`config.mk`:
```
export PLATFORM = sky130hd
export DESIGN_NAME = bcd2_down_timer_flat
export DESIGN_NICKNAME = d
export VERILOG_FILES = /design/src/rtl/bcd2_down_timer_if.sv /design/src/rtl/bcd2_down_timer.sv /design/src/flat_wrapper.sv
export SDC_FILE = /design/constraint.sdc
export NUM_CORES = 1
export LEC_CHECK = 0
export ABC_AREA = 1
export BUFFER_PORTS_ARGS = -buffer_cell sky130_fd_sc_hd__clkbuf_2
export CORE_ASPECT_RATIO = 0.8
export CORE_UTILIZATION = 35
export DETAILED_ROUTE_END_ITERATION = 8
export GPL_ROUTABILITY_DRIVEN = 0
export PLACE_DENSITY_LB_ADDON = 0.1
export RECOVER_POWER = 100
export SLEW_MARGIN = 20
export SYNTH_ARGS = -nofsm -noshare
export SYNTH_HDL_FRONTEND = slang
export SYNTH_SLANG_ARGS = --single-unit
```
`constraint.sdc`:
```
create_clock -name clock -period 1.5 [get_ports clock]
set_input_delay 0.075 -clock clock [delete_from_list [all_inputs] [get_ports clock]]
set_output_delay 0.075 -clock clock [all_outputs]
set_load 0.03 [all_outputs]
```
`src/rtl/bcd2_down_timer_if.sv`:
```
// Control and display bundle for the two-digit BCD countdown timer.
// Control inputs are single-cycle level strobes sampled on the rising clock edge; there is
// no valid/ready back-pressure, and every display output is valid in every cycle.
interface bcd2_down_timer_if;
    logic       load;
    logic [7:0] load_val;
    logic       start;
    logic       pause;
    logic       tick;
    logic [3:0] Tens;
    logic [3:0] Ones;
    logic       running;
    logic       count_eq_0;
    logic       done;
    logic [1:0] dbg_state;

    modport master (
        output load, load_val, start, pause, tick,
        input  Tens, Ones, running, count_eq_0, done, dbg_state
    );

    modport slave (
        input  load, load_val, start, pause, tick,
        output Tens, Ones, running, count_eq_0, done, dbg_state
    );
endinterface

```
`src/rtl/bcd2_down_timer.sv`:
```
// Two-digit BCD down counter with load, start/pause control, a done pulse at 00,
// and optional auto-reload of the last loaded value.
module bcd2_down_timer #(
    parameter bit WRAP = 1'b0
) (
    input  logic               clock,
    input  logic               reset,
    bcd2_down_timer_if.slave   bus
);

    typedef enum logic [1:0] {
        IDLE   = 2'd0,
        RUN    = 2'd1,
        PAUSED = 2'd2,
        DONE   = 2'd3
    } state_t;

    state_t     state_q, state_d;
    logic [3:0] tens_q, tens_d;
    logic [3:0] ones_q, ones_d;
    logic [7:0] reload_q, reload_d;
    logic       done_q, done_d;
    logic       count_zero;
    logic       count_one;

    function automatic logic [3:0] clamp_digit(input logic [3:0] digit);
        return (digit > 4'd9) ? 4'd9 : digit;
    endfunction

    assign count_zero = (tens_q == 4'd0) && (ones_q == 4'd0);
    assign count_one  = (tens_q == 4'd0) && (ones_q == 4'd1);

    always_comb begin
        state_d  = state_q;
        tens_d   = tens_q;
        ones_d   = ones_q;
        reload_d = reload_q;
        done_d   = 1'b0;

        if (bus.load) begin
            tens_d   = clamp_digit(bus.load_val[7:4]);
            ones_d   = clamp_digit(bus.load_val[3:0]);
            reload_d = {clamp_digit(bus.load_val[7:4]), clamp_digit(bus.load_val[3:0])};
            state_d  = IDLE;
        end else begin
            case (state_q)
                IDLE: begin
                    if (bus.start && !count_zero) begin
                        state_d = RUN;
                    end
                end
                RUN: begin
                    if (bus.pause) begin
                        state_d = PAUSED;
                    end else if (bus.tick) begin
                        if (count_zero) begin
                            // Only reachable with WRAP: reload instead of decrementing.
                            // A 00 reload value lands here again without a done pulse.
                            if (WRAP) begin
                                tens_d = reload_q[7:4];
                                ones_d = reload_q[3:0];
                            end
                        end else begin
                            if (ones_q != 4'd0) begin
                                ones_d = ones_q - 4'd1;
                            end else begin
                                ones_d = 4'd9;
                                tens_d = tens_q - 4'd1;
                            end
                            if (count_one) begin
                                done_d = 1'b1;
                                if (!WRAP) begin
                                    state_d = DONE;
                                end
                            end
                        end
                    end
                end
                PAUSED: begin
                    if (bus.start && !bus.pause) begin
                        state_d = RUN;
                    end
                end
                DONE: begin
                    state_d = DONE;
                end
                default: begin
                    state_d = IDLE;
                end
            endcase
        end
    end

    always_ff @(posedge clock or negedge reset) begin
        if (!reset) begin
            state_q  <= IDLE;
            tens_q   <= 4'd0;
            ones_q   <= 4'd0;
            reload_q <= 8'h00;
            done_q   <= 1'b0;
        end else begin
            state_q  <= state_d;
            tens_q   <= tens_d;
            ones_q   <= ones_d;
            reload_q <= reload_d;
            done_q   <= done_d;
        end
    end

    assign bus.Tens       = tens_q;
    assign bus.Ones       = ones_q;
    assign bus.running    = (state_q == RUN);
    assign bus.count_eq_0 = count_zero;
    assign bus.done       = done_q;
    assign bus.dbg_state  = state_q;

endmodule

```
`src/flat_wrapper.sv`:
```
// flat-port wrapper written by rule: the top's interface ports become plain ports
module bcd2_down_timer_flat 
#(
    parameter bit WRAP = 1'b0
)
  (clock, reset, bus_load, bus_load_val, bus_start, bus_pause, bus_tick, bus_Tens, bus_Ones, bus_running, bus_count_eq_0, bus_done, bus_dbg_state);
  bcd2_down_timer_if bus_i ();
  input  logic clock;
  input  logic reset;
  input wire logic [$bits(bus_i.load)-1:0] bus_load;
  input wire logic [$bits(bus_i.load_val)-1:0] bus_load_val;
  input wire logic [$bits(bus_i.start)-1:0] bus_start;
  input wire logic [$bits(bus_i.pause)-1:0] bus_pause;
  input wire logic [$bits(bus_i.tick)-1:0] bus_tick;
  output wire logic [$bits(bus_i.Tens)-1:0] bus_Tens;
  output wire logic [$bits(bus_i.Ones)-1:0] bus_Ones;
  output wire logic [$bits(bus_i.running)-1:0] bus_running;
  output wire logic [$bits(bus_i.count_eq_0)-1:0] bus_count_eq_0;
  output wire logic [$bits(bus_i.done)-1:0] bus_done;
  output wire logic [$bits(bus_i.dbg_state)-1:0] bus_dbg_state;
  assign bus_i.load = bus_load;
  assign bus_i.load_val = bus_load_val;
  assign bus_i.start = bus_start;
  assign bus_i.pause = bus_pause;
  assign bus_i.tick = bus_tick;
  assign bus_Tens = bus_i.Tens;
  assign bus_Ones = bus_i.Ones;
  assign bus_running = bus_i.running;
  assign bus_count_eq_0 = bus_i.count_eq_0;
  assign bus_done = bus_i.done;
  assign bus_dbg_state = bus_i.dbg_state;
  bcd2_down_timer #(.WRAP(WRAP)) u_core (.clock(clock), .reset(reset), .bus(bus_i));
endmodule
```
==> results of run 1 <==
cell usage after synthesis:
cell type / instances
o21ai_1: 1
nor2_2: 1
nor2_4: 2
o22ai_1: 1
o211ai_1: 1
o21ai_4: 1
nor2_1: 8
or2_0: 1
dfrtp_1: 11
o21ai_2: 2
inv_1: 13
nand2_4: 1
nand2_1: 25
nand3_1: 7
nand2_2: 2
o31ai_1: 1
a21oi_1: 8
ha_1: 2
clkinv_1: 1
nor4_1: 1
buf_6: 1
xor2_1: 2
o21ai_0: 7
or2_2: 1
how the worst max path moves through the flow:
stage | startpoint | end | slack [ns]
after floorplan | u_core.bus.Ones[1] | u_core.bus.Ones[3] | 0.01
after global placement | u_core.bus.Tens[0] | u_core.bus.Tens[0] | 0.1
after detailed placement | u_core.bus.Tens[0] | u_core.bus.Tens[0] | 0.05
after CTS | u_core.bus.Ones[1] | bus_count_eq_0 | 0.03
after global routing | u_core.bus.dbg_state[1] | u_core.bus.Tens[0] | 0.008
final | u_core.bus.Ones[1] | bus_count_eq_0 | 0.12
cell type report:
cell class              count  share of cell area
inverters                  14             0.05412
repair buffers             31              0.1611
multi-input cells          75              0.4356
well taps                  24             0.03093
clock buffers               4             0.02706
flip-flops and latches     11              0.2912
layout by cell type, fill, tap and decap left out, types with 3 or more instances in the layout:
cell / instances
a21oi_1: 8
buf_4: 5
clkbuf_1: 14
clkbuf_2: 12
clkbuf_4: 3
dfrtp_1: 5
dfrtp_2: 6
inv_1: 11
nand2_1: 24
nand2_2: 3
nand3_1: 7
nor2_1: 7
nor2_4: 4
o21ai_0: 7
what timing repair did:
item / CTS / global route
hold buffers: 1 / 0
gates resized for setup: 2 / 4
pin swaps: 0 / 2
endpoints found under the setup margin: 1 / 5
endpoints found under the hold margin: 11 / 0
buffers inserted: 0 / 2
cell families after synthesis:
group,Yosys count,share of synthesized area
compound gates,22,0.1809
xor+xnor,2,0.02345
fa+ha+maj,2,0.03350
buf+inv,15,0.08543
flops,11,0.3685
simple gates,49,0.3082
stage by stage:
step / utilization / cell area, µm² / cells
floorplan: - / 757.0 / 101
global placement: 0.4736 / 920.9 / 152
detailed placement: 0.4736 / 920.9 / 152
CTS: 0.4949 / 962.2 / 157
global route: 0.4994 / 970.9 / 159
finish: 0.4994 / 970.9 / 159
flip-flops by register name, summed over array words and instances (netlist names):
signal,cells
u_core.bus.done,1
u_core.bus.Tens,4
u_core.bus.Ones,4
u_core.bus.dbg_state,2
power by group through the flow:
stage          clock [mW]  sequential, mW  combinational [mW]
2_1_floorplan           0           0.610               0.351
3_3_place_gp            0           0.465               0.679
3_5_place_dp            0           0.468               0.680
4_1_cts             0.218           0.465               0.686
5_1_grt             0.245           0.485               0.764
6_report            0.209           0.469               0.684
layer usage:
| metal | up-vias | track usage |
|---|---|---|
| met5 | - | 0 |
| met2 | 21 | 0.2800 |
| met4 | 0 | 0.09474 |
| met1 | 317 | 0.2298 |
| met3 | 5 | 0.06452 |
| li1 | 393 | - |
==> metrics.cfg, run 1 <==
[finish]
nFillCells=207
num_antenna_cells=0
syn_to_final_growth_pct=29.98
seq_area_um2=282.8
multiInputGateArea_um2=422.9
drive_gt1_frac=0.2963
layout.nets=152

[cts]
cts_made_buffers=3
cts_tree=yes
cts.sinks=11
cts_buffer_depth=2
root_buffer=clkbuf_4
clk_latency_ns=0.27
clk_pin_slew_ns=0.07
htreeDepth=1

[critical_path]
path_class=reg -> out
rrSetupSlack_ns=0.12
r2r_start=u_core.bus.Tens[1]
crit_path_frequent_cell=nor2_4
cp_slowest_cell=dfrtp_2
cp-end-kind=primary output
cp.buffers_inverters=1
path_depth=4
path_cells=nor2_4 > nand2_1 > nor2_4 > buf_4
r2r_end=u_core.bus.Tens[0]
rr_worst_depth=8
cp.required_ns=1.42
slowest_delay_ns=0.44
startpoint_type=flop
cp.arrival_ns=1.31
cp_top_family=flip-flops
worstPathMaxFanout=4

[timing]
fin_skew_ns=0.001073
max_freq_mhz=722.7
slew_headroom=0.5748
final-max-slew-violation-count=0
finalCritPeriodShare=0.9225
rsz0062_at_grt=false
timing.hold.ws_ns=0.07429
finalHoldViolations=0
post-route-min-period_ns=1.384
worstMarginPinSlew_ns=0.6378
timing.setup.tns_ns=0
setup_viol=0
fin_ws_ns=0.1163

[place]
dp_hpwl_um=1322
io_buffers=26
dpl_worst_slack_ns=0.04569

[synthesis]
ys_seq_area_frac=0.3685
synth_area_um2=747.0
synth_cells=101
synth_cell_types=24
synth.ff_latch_count=11
synth_fp_nets=117
synth_area_leaders=dfrtp_1 37%, nand2_1 13%, inv_1 6.5%, a21oi_1 5.4%, nand3_1 4.7%
synth_area_leader_cell=dfrtp_1
avgSynthCellArea_um2=7.396
synth_top_area_share=0.3685
yosysWarningCount=0

[global_route]
grt_pass1_vias=662
grt_pass1_wl_um=2960
grt.total_usage=0.1849
grt_overflow=0
antenna_found_initial=0
grt_max_degree=12

[run_status]
status=finished, final reports clean

[floorplanning]
die_h_um=43.32
initial_core_util=0.3842
design.core.area_mm2=0.001944
num_rows=14
ios=27
dieWidth_um=53.65
dieArea_mm2=0.002324

[route]
drt-met1-wl_um=812
drt_wl_total_um=1679
drtAntennaViolNets=0
wl_per_cell_um=10.56
top_layer_used=met4
wl_met2_um=719
drc_errors=0
wl_met3_um=109
first_pass_iters=3
drt_iter0_markers=13
vias=736
viasPerCell=4.629

[worst_hold_path]
hp-start=bus_pause
holdPathStages=2
hp-class=in -> reg
min_to=u_core.bus.done

[pwr]
seqPwrFrac=0.344
intPower_mw=0.7068
p_comb_frac=0.502
power.leakage_nw=0.4782
power_density_mw_per_mm2=1402
pwr-share-clk=0.154
power_switching_mw=0.6549
p_sw_frac=0.4809
power.total_mw=1.362
ir_worst_vdd_mv=0.7546

[flow_run]
maxCapViolCount=0

(Power assumes the default switching activity.)
==> inputs of run 2 (changes only) <==
ABC_AREA = not set   (was 1)
==> metrics.cfg, run 2 <==
[route]
first_pass_iters=4  ; was 3
drc_errors=0  ; unchanged
wl_per_cell_um=14.62  ; was 10.56 µm
drt_wl_total_um=2266  ; was 1679 µm
drt_iter0_markers=13  ; unchanged
drtAntennaViolNets=0  ; unchanged
viasPerCell=5.174  ; was 4.629
vias=802  ; was 736

[place]
dpl_worst_slack_ns=-0.3375  ; was 0.04569 ns
dp_hpwl_um=1626  ; was 1322 µm
io_buffers=26  ; unchanged
dp_cells=145  ; was 152
post_dp_cell_area_mm2=0.001042  ; was 920.9 µm²

[synthesis]
synth_fp_nets=97  ; was 117
yosysMostFrequentCell=dfrtp_1  ; was nand2_1
yosys-top-cells-count=11 x dfrtp_1, 7 x nor2_1, 6 x inv_1, 6 x o21ai_0, 5 x nand2_1  ; was 25 x nand2_1, 13 x inv_1, 11 x dfrtp_1
synth_cell_types=37  ; was 24
avgSynthCellArea_um2=9.114  ; was 7.396 µm²
ys_seq_area_frac=0.3729  ; was 0.3685
synth.ff_latch_count=11  ; unchanged
synth_area_um2=738.2  ; was 747.0 µm²
synth_top_area_share=0.3729  ; was 0.3685
synth-async-reset-ratio=1.000  ; unchanged
synth_area_leader_cell=dfrtp_1  ; unchanged
synth_cells=81  ; was 101
synth_edf_count=0  ; unchanged
synth_flop_cell=dfrtp_1  ; unchanged
synth_area_leaders=dfrtp_1 37%, o21ai_0 4.1%, o21a_1 4.1%, nand4bb_4 3.7%, nor2_1 3.6%  ; was dfrtp_1 37%, nand2_1 13%, inv_1 6.5%, a21oi_1 5.4%, nand3_1 4.7%
yosysWarningCount=0  ; unchanged

[critical_path]
path_depth=6  ; was 4
worstPathMaxFanout=2  ; was 4
cp-end-kind=flop  ; was primary output
r2r_start=u_core.bus.Tens[1]  ; unchanged
endpoint=u_core.bus.Tens[2]  ; was bus_count_eq_0
cp.required_ns=1.70  ; was 1.42 ns
cp.arrival_ns=1.98  ; was 1.31 ns
rrSetupSlack_ns=-0.28  ; was 0.12 ns
path_cells=inv_2 > ha_4 > nor3b_2 > or4_4 > or4b_1 > nand3_1  ; was nor2_4 > nand2_1 > nor2_4 > buf_4
cp_top_family=simple AND/OR/NAND/NOR gates  ; was flip-flops
startpoint_type=flop  ; unchanged
r2r_end=u_core.bus.Tens[2]  ; was u_core.bus.Tens[0]
slowest_delay_ns=0.47  ; was 0.44 ns
cp.buffers_inverters=1  ; unchanged
cp_slowest_cell=or4b_1  ; was dfrtp_2
path_class=reg -> reg  ; was reg -> out
setup.worst_path.start=u_core.bus.Tens[1]  ; was u_core.bus.Ones[1]
rr_worst_depth=6  ; was 8

[timing]
slew_headroom=0.5925  ; was 0.5748
worstMarginPinSlew_ns=0.6113  ; was 0.6378 ns
setup_viol=7  ; was 0
max_freq_mhz=562.0  ; was 722.7 MHz
post-route-min-period_ns=1.779  ; was 1.384 ns
fin_skew_ns=0.003047  ; was 0.001073 ns
final-max-slew-violation-count=0  ; unchanged
finalHoldViolations=0  ; unchanged
finalCritPeriodShare=1.186  ; was 0.9225
fin_ws_ns=-0.2793  ; was 0.1163 ns
rsz0062_at_grt=true  ; was false

[finish]
drive_gt1_frac=0.4809  ; was 0.2963
layout_commonest_cell=buf_4  ; was nand2_1
mostFrequentLayoutCells=21 x buf_4, 14 x clkbuf_1, 12 x clkbuf_2  ; was 24 x nand2_1, 14 x clkbuf_1, 12 x clkbuf_2
syn_to_final_growth_pct=60.51  ; was 29.98%
layout.nets=148  ; was 152
final_area_mm2=0.001185  ; was 970.9 µm²
instances_no_fill=155  ; was 159
num_antenna_cells=0  ; unchanged
nFillCells=174  ; was 207

[flow_run]
maxCapViolCount=0  ; unchanged

[global_route]
grt_pass1_wl_um=3477  ; was 2960 µm
grt.total_usage=0.2165  ; was 0.1849
grt_max_degree=20  ; was 12
antenna_found_initial=0  ; unchanged
grt_pass1_vias=783  ; was 662
grt_overflow=0  ; unchanged

[pwr]
pwr-share-clk=0.211  ; was 0.154
power_density_mw_per_mm2=805.3  ; was 1402 mW/mm²
p_sw_frac=0.3660  ; was 0.4809
ir_worst_vdd_mv=0.4616  ; was 0.7546 mV
power.leakage_nw=0.5034  ; was 0.4782 nW
seqPwrFrac=0.370  ; was 0.344
power_switching_mw=0.3492  ; was 0.6549 mW
intPower_mw=0.6050  ; was 0.7068 mW
p_comb_frac=0.419  ; was 0.502

[cts]
cts_tree=yes  ; unchanged
root_buffer=clkbuf_4  ; unchanged
cts_made_buffers=3  ; unchanged
cts.sinks=11  ; unchanged
clk_latency_ns=0.27  ; about the same
clk_pin_slew_ns=0.07  ; about the same
cts_buffer_depth=2  ; unchanged
htreeDepth=1  ; unchanged

[run_status]
status=finished with violations  ; was finished, final reports clean
violations=setup timing

[floorplanning]
design.core.area_mm2=0.001927  ; was 0.001944 mm²
ios=27  ; unchanged
die_h_um=43.08  ; was 43.32 µm
dieArea_mm2=0.002298  ; was 0.002324 mm²
initial_core_util=0.3831  ; was 0.3842
dieWidth_um=53.35  ; was 53.65 µm
num_rows=14  ; unchanged

[worst_hold_path]
hp-class=in -> reg  ; unchanged

## run 2: how the worst min path moves through the flow
stage                          from            endpoint  slack, ns  cells past startpoint
finish              bus_load_val[0]  u_core.bus.Ones[0]       0.05                      3
CTS                 bus_load_val[0]  u_core.bus.Ones[0]       0.04                      3
global route        bus_load_val[5]  u_core.bus.Tens[1]       0.07                      3
global placement              reset  u_core.bus.Tens[2]      -0.03                      1
detailed placement            reset  u_core.bus.Tens[2]      -0.03                      1
floorplan                     reset  u_core.bus.Ones[0]      -0.22                      0
## run 2: routing by layer
metal  wire length, µm  global-route usage  vias up
met5                 0                   0        -
li1                  -                   -      401
met2              1033              0.3425       28
met3               132             0.08961       12
met1              1028              0.2627      361
met4                72             0.06842        0
## run 2: what timing repair did
| item | CTS | global route |
|---|---|---|
| hold endpoints to repair | 11 | 0 |
| pin swaps | 3 | 1 |
| hold buffers | 1 | 0 |
| setup endpoints to repair | 10 | 10 |
| resized for setup | 11 | 9 |
| setup buffers | 3 | 3 |
## run 2: metrics by stage
step             util  hold slack, ns  total power [mW]  setup TNS (ns)
6_report       0.6149         0.04996            0.9542          -1.094
2_1_floorplan       -         -0.2206            0.5593          -2.257
5_1_grt        0.6149         0.07339             1.010          -1.650
3_5_place_dp   0.5409        -0.02979            0.7150          -1.462
4_1_cts        0.5974         0.04430            0.9473         -0.9456
3_3_place_gp   0.5409        -0.02964            0.7064          -1.310
## run 2: worst min-delay path, stage by stage
cell	delay (ns)
clkbuf_2	0.07
o21ai_0	0.06
o21ai_0	0.07
## run 2: final cells by class
| class | count | area [µm²] | area share |
|---|---|---|---|
| multi-input cells | 60 | 513.0 | 0.4329 |
| repair buffers | 50 | 314.1 | 0.2650 |
| flip-flops and latches | 11 | 279.0 | 0.2355 |
| well taps | 24 | 30.03 | 0.02534 |
| clock buffers | 4 | 26.28 | 0.02218 |
| inverters | 6 | 22.52 | 0.01901 |
## run 2: power by group through the flow
| stage | logic [mW] | registers [mW] | clock network [mW] |
|---|---|---|---|
| after global placement | 0.355 | 0.352 | 0 |
| final | 0.400 | 0.353 | 0.201 |
| after floorplan | 0.141 | 0.419 | 0 |
| after detailed placement | 0.360 | 0.355 | 0 |
| after CTS | 0.384 | 0.352 | 0.211 |
| after global routing | 0.432 | 0.356 | 0.221 |
## run 2: logic make-up (layout without fill, tap and decap cells)
logic type | Yosys count | in the layout | synth area share
flip-flops | 11 | 11 | 0.3729
adder cells (fa/ha/maj) | 2 | 2 | 0.03389
multiplexers | 3 | 3 | 0.04407
AO/OA/AOI/OAI | 22 | 22 | 0.2017
AND/OR/NAND/NOR | 32 | 32 | 0.2814
XOR/XNOR | 1 | 1 | 0.01187
buffers and inverters | 10 | 60 | 0.05424
